`src/rtl/fir_mac_sequencer.sv`:
```
// 16-tap FIR over one ADC channel, sharing a single multiply-accumulate unit.
// Define FIR_SAT_EN to saturate y instead of wrapping it to OUT_W bits.
module fir_mac_sequencer #(
    parameter int WIDTH     = 36,
    parameter int TAPS      = 16,
    parameter int COEF_W    = 12,
    parameter int DIV       = 64,
    parameter int OUT_W     = 16,
    parameter int OUT_SHIFT = 11
) (
    input  logic                     clock,
    input  logic                     reset,
    input  logic [11:0]              sample_in,
    input  logic                     coef_we,
    input  logic [3:0]               coef_addr,
    input  logic signed [COEF_W-1:0] coef_data,
    output logic signed [OUT_W-1:0]  y,
    output logic                     y_valid,
    output logic                     busy,
    output logic                     overrun
);

    localparam int CW = $clog2(DIV);
    localparam int IW = $clog2(TAPS);
    localparam int PW = 13 + COEF_W;

    localparam logic [1:0] IDLE = 2'd0;
    localparam logic [1:0] MAC  = 2'd1;
    localparam logic [1:0] DONE = 2'd2;

    logic [1:0]                state;
    logic [CW-1:0]             cnt;
    logic [IW-1:0]             idx;
    logic signed [WIDTH-1:0]   acc;
    logic signed [12:0]        d    [TAPS];
    logic signed [COEF_W-1:0]  coef [TAPS];

    logic                      tick;
    logic signed [12:0]        x;
    logic signed [PW-1:0]      prod;
    logic signed [WIDTH-1:0]   prod_ext;
    logic signed [OUT_W-1:0]   y_next;

    assign tick     = (cnt == CW'(DIV - 1));
    // Offset-binary to two's complement: flip the MSB, then sign-extend.
    assign x        = {~sample_in[11], ~sample_in[11], sample_in[10:0]};
    assign prod     = d[idx] * coef[idx];
    assign prod_ext = {{(WIDTH-PW){prod[PW-1]}}, prod};
    assign busy     = (state != IDLE);

`ifdef FIR_SAT_EN
    localparam logic signed [WIDTH-1:0] YMAX =
        {{(WIDTH-OUT_W+1){1'b0}}, {(OUT_W-1){1'b1}}};
    localparam logic signed [WIDTH-1:0] YMIN =
        {{(WIDTH-OUT_W+1){1'b1}}, {(OUT_W-1){1'b0}}};

    logic signed [WIDTH-1:0] shifted;
    assign shifted = acc >>> OUT_SHIFT;

    always_comb begin
        y_next = shifted[OUT_W-1:0];
        if (shifted > YMAX)
            y_next = YMAX[OUT_W-1:0];
        else if (shifted < YMIN)
            y_next = YMIN[OUT_W-1:0];
    end
`else
    always_comb begin
        y_next = OUT_W'(acc >>> OUT_SHIFT);
    end
`endif

    always_ff @(posedge clock or posedge reset) begin
        if (reset) begin
            state   <= IDLE;
            cnt     <= '0;
            idx     <= '0;
            acc     <= '0;
            y       <= '0;
            y_valid <= 1'b0;
            overrun <= 1'b0;
            for (int k = 0; k < TAPS; k++) begin
                d[k]    <= '0;
                coef[k] <= '0;
            end
        end else begin
            cnt     <= tick ? '0 : cnt + 1'b1;
            y_valid <= 1'b0;

            if (coef_we && (32'(coef_addr) < TAPS))
                coef[coef_addr] <= coef_data;

            // A tick arriving while the MAC is still busy is lost.
            if (tick && (state != IDLE))
                overrun <= 1'b1;

            case (state)
                IDLE: begin
                    if (tick) begin
                        d[0] <= x;
                        for (int k = 1; k < TAPS; k++)
                            d[k] <= d[k-1];
                        idx   <= '0;
                        acc   <= '0;
                        state <= MAC;
                    end
                end
                MAC: begin
                    acc <= acc + prod_ext;
                    idx <= idx + 1'b1;
                    if (idx == IW'(TAPS - 1)) begin
                        idx   <= '0;
                        state <= DONE;
                    end
                end
                DONE: begin
                    y       <= y_next;
                    y_valid <= 1'b1;
                    state   <= IDLE;
                end
                default: state <= IDLE;
            endcase
        end
    end

endmodule

```
`config.mk`:
```
export PLATFORM = sky130hd
export DESIGN_NAME = fir_mac_sequencer
export DESIGN_NICKNAME = d
export VERILOG_FILES = /design/src/rtl/fir_mac_sequencer.sv
export SDC_FILE = /design/constraint.sdc
export NUM_CORES = 1
export LEC_CHECK = 0
export ABC_AREA = 1
export BUFFER_PORTS_ARGS = -buffer_cell sky130_fd_sc_hd__buf_2
export CAP_MARGIN = 40
export CORE_MARGIN = 1
export CORE_UTILIZATION = 53
export CTS_CLUSTER_SIZE = 28
export DETAILED_ROUTE_END_ITERATION = 6
export MAX_ROUTING_LAYER = met4
export PLACE_DENSITY = 0.76
export RECOVER_POWER = 100
export SYNTH_ARGS = -nofsm -noshare
export SYNTH_HDL_FRONTEND = slang
export SYNTH_SLANG_ARGS = --single-unit
```
`constraint.sdc`:
```
create_clock -name clock -period 18.9 [get_ports clock]
set_input_delay 3.78 -clock clock [delete_from_list [all_inputs] [get_ports clock]]
set_output_delay 3.78 -clock clock [all_outputs]
set_load 0.03 [all_outputs]
```
-- Word-level counts from Yosys, hierarchy flattened
Index checks and enable logic that the tools add are counted.
W data, S select, Z words.
- ROM bits: 0
- word-level logic and storage cells: 82
- bits of input ports: 31
- RAM bits: 0
- flip-flop bits (word level): 450
- memories: 0
- latch bits: 0
- equality and inequality tests: 6
- muxes and demuxes: 19
- bitwise logic cells: 3
- div/mod/pow operators: 0
- shifts and indexed selects: 0
- reductions and logical operators: 8
- multiply operators: 1
- $lt $le $gt $ge: 3
- $add $sub $neg: 3
- operator list (kind ; count):
    $bwmux W192 ; 1
    $pmux W36 S2 ; 1
    $bmux W13 S4 ; 1
    $bmux W12 S4 ; 1
    $demux W12 S4 ; 1
    $add A36 B25 Y36 ; 1
    $mux W12 ; 3
    $mux W36 ; 1
    $mux W13 ; 2
    $mul A13 B12 Y25 ; 1
    $ge A5 B5 Y1 const B ; 2
    $not A4 Y5 ; 2
    $mux W4 ; 2
    $pmux W4 S2 ; 1
    $add A6 B1 Y6 const B ; 1
    $eq A6 B6 Y1 const B ; 1
    $mux W6 ; 1
    $reduce_and A2 Y1 ; 3
    $lt A5 B1 Y1 const B ; 1
    $add A4 B1 Y4 const B ; 1
    $eq A4 B4 Y1 const B ; 1
    $mux W2 ; 2
    $ne A2 B2 Y1 const B ; 2
    $pmux W2 S2 ; 1
    other kinds (7) ; 9

-- Depth between registers and ports, before layout
Gate-level depths: netlist (run 1).
- depth after elaboration: 7
- mapped depth: 34
- gate-level depth less buffers: 31

-- Worst setup path after synthesis (run 1)
Ideal clock, no wire load.
- kind: register -> register
- from: reg idx[0]
- to: reg acc[22]
- path buffers: 3
- data arrival time: 5798 ps
- cell stages (with the launch flop): 28
- setup slack: 12984 ps
- period minus slack after synthesis: 5916 ps
- library setup time: 118 ps
- cells stage by stage: dfrtp_1 inv_2 buf_6 clkbuf_1 o21ai_0 nand3_1 nand3_1 nand2_1 buf_4 nand2_1 fa_1 fa_1 fa_1 inv_1 fa_1 inv_1 fa_1 inv_1 ha_1 ha_1 nand2_1 nor2_1 and2_1 nand3_1 nand3_1 nand2_1 nand3_1 nand2_1
- word-level cells in the longest chain between the ends: 7
- ends and longest elaborated chain (what ; line ; source):
    from (decl) ; 33 ; logic [IW-1:0] idx;
    from (signal assigned) ; 110 ; idx <= idx + 1'b1;
    $not A4 Y5 (implied by the code) * ; 47 ; assign prod = d[idx] * coef[idx];
    $bmux W13 S4 / $bmux W12 S4 (equally long branches) ; 47 ;
    $mux W13 (implied by the code) / $mux W12 (equally long branches) (2 in series) ; 47 ;
    $mul A13 B12 Y25 * ; 47 ;
    $add A36 B25 Y36 * ; 109 ; acc <= acc + prod_ext;
    $pmux W36 S2 * ; 97 ; case (state)
    to (signal assigned) ; 109 ;
    to (decl) ; 34 ; logic signed [WIDTH-1:0] acc;
Mark *: on every way between the ends. The rest lies on a longest branch, timed or not. The select of a mux whose other input is x is not followed.
A chain may end at the register's enable or synchronous reset.

-- Worst setup path after layout (run 1)
- from: reg idx[0]
- to: reg acc[14]
Same word-level chain as after synthesis.

==> results.py, run 1 <==
metrics = {
    "layout": {
        "area_growth_pct": 6.61,
        "antenna_cells": 0,
        "nets": 3427,
        "fin_area_um2": 28500,
        "drive_gt1_share_pct": 3.74,
    },
    "die": {
        "core-area_um2": 49400,
        "die_x_um": 226,
        "die_y_um": 226,
        "initial_core_util_pct": 54.1,
        "rows": 81,
        "ioPinCount": 50,
        "die-area_um2": 51300,
    },
    "routing": {
        "route.detailed.drc": 0,
        "via_count": 21400,
        "wl_per_cell_um": 16.9,
        "drtIter0Drc": 1859,
        "wl_um": 65000,
        "route.antenna.remaining_nets": 0,
        "routed_via_density": 5.57,
        "first_pass_iters": 6,
    },
    "clocking": {
        "cts_buffers": 48,
        "clockBufferDepth": 3,
        "cts_root_buffer": "clkbuf_16",
        "cts_setup_buffers": 0,
        "cts.sinks": 441,
        "ctsHtreeMaxLevel": 2,
        "cts_tree": "built",
        "holdBufCountCts": 0,
        "clk-insertion-delay-late_ps": 610,
        "clk_pin_slew_ps": 70,
        "cts_resized": 0,
    },
    "logic_synthesis": {
        "syn_avg_cell_area_um2": 8.29,
        "syn-num-nets": 3502,
        "synthCells": 3221,
        "ys_warn_count": 0,
        "syn_area_um2": 26700,
        "synth_seq_cells": 441,
        "yosysSeqAreaShare_pct": 41.3,
        "synth_cell_type_count": 31,
    },
    "worst_setup_path": {
        "path_delay_family": "adder cells",
        "crit_path_top_delay_cell": "clkbuf_1",
        "crit_path_cell_trace": "clkbuf_1 > o21ai_0 > nand3_1 > nand3_1 > nand2_1 > nand2_1 > fa_1 > fa_1 > inv_1 > fa_1 > fa_1 > fa_1 > fa_1 > ha_1 > nand2_1 > nor2_1 > nand2_1 > nand2_1 > nand2_1 > nand2_1 > a21oi_1 > o21ai_0 > o21ai_0",
        "crit_arrival_ps": 11170,
        "setup.worst_path.start_class": "flop",
        "slowest_delay_ps": 2850,
        "endpoint_kind": "flop",
        "worst-path-buf-inv": 2,
        "path_common_cell": "nand2_1",
        "critPathKind": "reg2reg",
        "cp.required_ps": 19360,
        "critPathMaxFanout": 100,
    },
    "timing": {
        "min_period_ps": 10700,
        "period_share_pct": 56.6,
        "worst_pin_slew_ps": 3960,
        "setup_ws_ps": 8200,
        "skew_ps": 30.8,
        "hold_viol_final": 0,
        "maxSlewViolCount": 743,
        "relSlewSlack_pct": -165,
        "finalSetupViolations": 0,
        "hold_ws_ps": 469,
        "fmax_mhz": 93.4,
        "finalSetupTns_ps": 0,
        "rsz0062_at_grt": "no",
    },
    "global_route": {
        "grt_pass1_vias": 21600,
        "antenna_found_initial": 0,
        "grt_pass1_wl_um": 108000,
        "grt_max_degree": 198,
        "grt_usage_pct": 27.1,
        "overflow": 0,
    },
    "placed_design": {
        "detailed_place_hpwl_um": 43800,
        "gp_congestion": 0.921,
        "port_buffers": 49,
        "place_ws_ps": 10840,
        "dpl_cell_area_um2": 27200,
    },
    "min_path": {
        "hold_class": "reg2reg",
    },
    "status": {
        "violations": "capacitance limit, slew limit",
        "status": "finished with violations",
    },
    "run": {
        "cap_violations": 12,
    },
}
worst reg2reg max path, delay by kind of cell, from the launching register on:
family	cells	cell delay, ps
compound gates	4	790
fa+ha+maj	7	3360
buf+inv	2	2930
flops	1	1620
simple gates	10	1860
cells in the mapped netlist:
cell / count / area [um^2]
nand2_1: 773 / 2900
o21ai_0: 552 / 2760
inv_1: 460 / 1730
dfrtp_1: 441 / 11000
fa_1: 175 / 3500
a21oi_1: 140 / 701
nor2_1: 135 / 507
nand3_1: 108 / 541
clkbuf_1: 91 / 342
o211ai_1: 84 / 631
buf_2: 82 / 410
ha_1: 75 / 938
o21ai_1: 19 / 95.1
buf_4: 17 / 128
nand4_1: 9 / 56.3
o22ai_1: 8 / 50.1
o221ai_1: 7 / 61.3
nor3_1: 6 / 30.0
o21bai_1: 6 / 45.0
buf_1: 5 / 18.8
xnor2_1: 5 / 43.8
xor2_1: 5 / 43.8
and2_1: 4 / 25.0
buf_6: 4 / 45.0
inv_2: 3 / 11.3
a22o_1: 2 / 17.5
and3_1: 1 / 6.26
nand2_2: 1 / 6.26
nand3b_1: 1 / 7.51
nor2_2: 1 / 6.26
nor3_2: 1 / 10.0
flip-flops by register name (all words and copies together) (netlist names):
signal / count
coef: 192
d: 192
acc: 27
y: 16
cnt: 6
idx: 4
state: 2
overrun: 1
y_valid: 1
final cells by class:
cell class,count,area [um^2]
clock buffers,67,1350
clock inverters,17,144
well taps,664,831
repair buffers,74,378
multi-input cells,2118,13000
inverters,463,1740
flip-flops and latches,441,11000
fillers,4342,20900
stage by stage:
| step | std cells | utilization, % |
|---|---|---|
| 6_report | 3844 | 57.7 |
| 5_1_grt | 3844 | 57.7 |
| 3_3_place_gp | 3754 | 54.8 |
| 4_1_cts | 3844 | 58.1 |
| 2_1_floorplan | 3221 | - |
| 3_5_place_dp | 3760 | 55.0 |
path summary, 6_finish.rpt:
path	start	end	slack, ps	cells past startpoint
hold / removal	cnt[0]$_DFF_PP0_	cnt[0]$_DFF_PP0_	470	1
max in group asynchronous	reset	coef[116]$_DFFE_PP0P_	8610	5
setup reg to reg	idx[0]$_DFFE_PP0P_	acc[14]$_DFFE_PP0P_	8200	23
hold reg to reg	cnt[0]$_DFF_PP0_	cnt[0]$_DFF_PP0_	470	1
min in group asynchronous	reset	acc[10]$_DFFE_PP0P_	4380	2
setup / recovery	idx[0]$_DFFE_PP0P_	acc[14]$_DFFE_PP0P_	8200	23
cells in the final DEF (no fill, tap or decap), types with 19 or more instances in the layout:
| master | n |
|---|---|
| nand2_1 | 773 |
| o21ai_0 | 552 |
| inv_1 | 458 |
| dfrtp_1 | 439 |
| fa_1 | 175 |
| a21oi_1 | 140 |
| nor2_1 | 136 |
| nand3_1 | 108 |
| o211ai_1 | 84 |
| ha_1 | 75 |
| clkbuf_16 | 48 |
| clkbuf_1 | 47 |
| buf_2 | 27 |
| o21ai_1 | 19 |
per-layer routing:
metal | share of wire (%) | global-route usage, % | up-vias | routed length, um
li1 | - | - | 10100 | -
met1 | 43 | 34.9 | 10500 | 27700
met2 | 49 | 44.3 | 676 | 31500
met3 | 5.8 | 3.40 | 153 | 3790
met4 | 3.1 | 9.94 | 0 | 2000
met5 | 0 | - | - | 0
logic make-up (layout without fill, tap and decap cells):
kind of cell / after synthesis / in the layout / share of synthesized area (%)
simple gates: 1040 / 1040 / 15.3
xor+xnor: 10 / 10 / 0.328
compound gates: 818 / 818 / 16.3
buf+inv: 662 / 621 / 10.0
flops: 441 / 441 / 41.3
fa+ha+maj: 250 / 250 / 16.6
Power of run 1 is not shown: default switching activity piles up to over one toggle a cycle in this logic, so the estimate is an artifact.
==> inputs of run 2 (changes only) <==
--- a/config.mk
+++ b/config.mk
@@ -5,7 +5,7 @@
 export SDC_FILE = /design/constraint.sdc
 export NUM_CORES = 1
 export LEC_CHECK = 0
-export ABC_AREA = 1
+export ABC_AREA = 0
 export BUFFER_PORTS_ARGS = -buffer_cell sky130_fd_sc_hd__buf_2
 export CAP_MARGIN = 40
 export CORE_MARGIN = 1
==> constraint.sdc (replaced) <==
create_clock -name clock -period 10.4 [get_ports clock]
set_input_delay 2.08 -clock clock [delete_from_list [all_inputs] [get_ports clock]]
set_output_delay 2.08 -clock clock [all_outputs]
set_load 0.03 [all_outputs]
==> results.py, run 2 <==
metrics = {
    "min_path": {
        "min_path_cells": 1,
        "min_to": "overrun$_DFFE_PP0P_",
        "min_from": "overrun$_DFFE_PP0P_",
        "hold_class": "reg2reg",
    },
    "timing": {
        "relSlewSlack_pct": -187,
        "fmax_mhz": 112,
        "hold_viol_final": 0,
        "finalSetupViolations": 0,
        "skew_ps": 29.6,
        "maxSlewViolCount": 891,
        "period_share_pct": 86.0,
        "finalSetupTns_ps": 0,
        "min_period_ps": 8940,
        "rsz0062_at_grt": "no",
        "worst_pin_slew_ps": 4300,
    },
    "worst_setup_path": {
        "crit_arrival_ps": 9400,
        "critPathKind": "reg2reg",
        "slowest_delay_ps": 1470,
        "crit_path_top_delay_cell": "dfrtp_1",
        "rr_worst_depth": 25,
        "endpoint_kind": "flop",
        "worstReg2RegEnd": "acc[26]$_DFFE_PP0P_",
        "critPathMaxFanout": 29,
        "setup.worst_path.start_class": "flop",
        "path_common_cell": "inv_1",
        "cp.required_ps": 10860,
        "r2r_setup_slack_ps": 1460,
        "reg2reg_from": "idx[0]$_DFFE_PP0P_",
    },
    "routing": {
        "route.antenna.remaining_nets": 0,
        "wl_um": 57600,
        "first_pass_iters": 6,
        "drtIter0Drc": 1286,
        "routed_via_density": 5.53,
        "wl_per_cell_um": 18.7,
        "route.detailed.drc": 0,
        "via_count": 17000,
    },
    "clocking": {
        "holdBufCountCts": 0,
        "cts_setup_buffers": 0,
        "clk-insertion-delay-late_ps": 590,
        "clk_pin_slew_ps": 70,
        "cts.sinks": 441,
        "cts_resized": 0,
        "clockBufferDepth": 3,
        "cts_buffers": 48,
        "ctsHtreeMaxLevel": 2,
        "cts_root_buffer": "clkbuf_16",
        "cts_tree": "built",
    },
    "global_route": {
        "grt_pass1_wl_um": 94700,
        "antenna_found_initial": 3,
        "grt_max_degree": 181,
        "grt_usage_pct": 24.7,
        "overflow": 0,
        "grt_pass1_vias": 17800,
    },
    "placed_design": {
        "port_buffers": 49,
        "detailed_place_hpwl_um": 39800,
        "gp_congestion": 0.983,
    },
    "die": {
        "core-area_um2": 49000,
        "rows": 81,
        "initial_core_util_pct": 53.7,
        "die-area_um2": 50500,
        "ioPinCount": 50,
        "die_y_um": 225,
        "die_x_um": 225,
    },
    "logic_synthesis": {
        "syn_area_um2": 26300,
        "syn_avg_cell_area_um2": 11.1,
        "yosysMostFrequentCell": "nand2_1",
        "async_flop_share_pct": 100,
        "syn-num-nets": 2646,
        "ys_warn_count": 0,
        "synth_seq_cells": 441,
        "yosysTopAreaCell": "dfrtp_1",
        "yosysSeqAreaShare_pct": 42.0,
        "synthCells": 2365,
        "synth_edf_count": 0,
        "synthTopCellsByArea": "dfrtp_1 (42%), fa_1 (13%), nand2_1 (9.8%)",
        "ys.flop_type": "dfrtp_1",
        "synth_cell_type_count": 52,
        "yosysTopAreaCellShare_pct": 42.0,
        "yosys-top-cells-count": "nand2_1 (684), dfrtp_1 (441), mux2_2 (202), inv_1 (200), fa_1 (175)",
    },
    "status": {
        "status": "finished with violations",
        "violations": "capacitance limit, slew limit",
    },
    "run": {
        "cap_violations": 11,
    },
    "layout": {
        "final_cell_mix": "nand2_1 (684), dfrtp_1 (438), mux2_2 (202)",
        "nets": 2656,
        "drive_gt1_share_pct": 18.1,
        "area_growth_pct": 8.32,
        "top_regs": "coef x192, d x192, acc x27",
        "layout_commonest_cell": "nand2_1",
    },
}
==> run 2: worst max path at each step <==
| stage | cells past startpoint | startpoint | to |
|---|---|---|---|
| 2_1_floorplan | 1 | reset | acc[0]$_DFFE_PP0P_ |
| 3_3_place_gp | 19 | idx[0]$_DFFE_PP0P_ | acc[25]$_DFFE_PP0P_ |
| 3_5_place_dp | 21 | idx[0]$_DFFE_PP0P_ | acc[25]$_DFFE_PP0P_ |
| 4_1_cts | 21 | idx[0]$_DFFE_PP0P_ | acc[25]$_DFFE_PP0P_ |
| 5_1_grt | 25 | idx[0]$_DFFE_PP0P_ | acc[26]$_DFFE_PP0P_ |
| 6_report | 25 | idx[0]$_DFFE_PP0P_ | acc[26]$_DFFE_PP0P_ |
==> run 2: layer usage <==
layer | track usage, % | share of wire, % | up-vias
li1 | - | - | 7723
met1 | 33.3 | 44 | 8725
met2 | 38.8 | 48 | 457
met3 | 3.68 | 5.2 | 108
met4 | 8.08 | 2.8 | 0
met5 | - | 0 | -
==> run 2: cell type report <==
type	count	area [um^2]
multi-input combinational	1590	13800
clock inverter	13	129
sequential	441	11000
fill	3904	20500
clock buffer	74	1410
inverter	205	771
tap	664	831
antenna	2	5.00
timing repair buffer	89	463
==> run 2: through the flow <==
stage | setup WS (ps) | utilization [%] | area [um^2] | cells | hold slack (ps)
after floorplan | 2360 | - | 26300 | 2365 | 438
after global placement | 2230 | 55.1 | 26900 | 2973 | 442
after detailed placement | 2290 | 55.5 | 27200 | 2988 | 444
after CTS | 2260 | 58.7 | 28700 | 3075 | 457
after global routing | 866 | 58.1 | 28500 | 3078 | 487
final | 1460 | 58.1 | 28500 | 3078 | 456
==> run 2: critical path, delay by kind of cell (launching register included) <==
family	cells	cell delay [ps]
multiplexers	2	1210
adder cells (fa/ha/maj)	8	3140
AO/OA/AOI/OAI	6	1690
flip-flops	1	1470
XOR/XNOR	1	130
buffers and inverters	7	1060
AND/OR/NAND/NOR	1	100
==> run 2: cell families (layout without fill, tap and decap cells) <==
group	Yosys count	count (layout)	synth area share [%]
buf+inv	334	381	5.41
other cells	0	2	0
flops	441	441	42.0
xor+xnor	29	29	0.967
mux	327	327	18.9
fa+ha+maj	250	250	16.9
simple gates	867	867	13.1
compound gates	117	117	2.76
Power of run 2 is left out for the same reason.
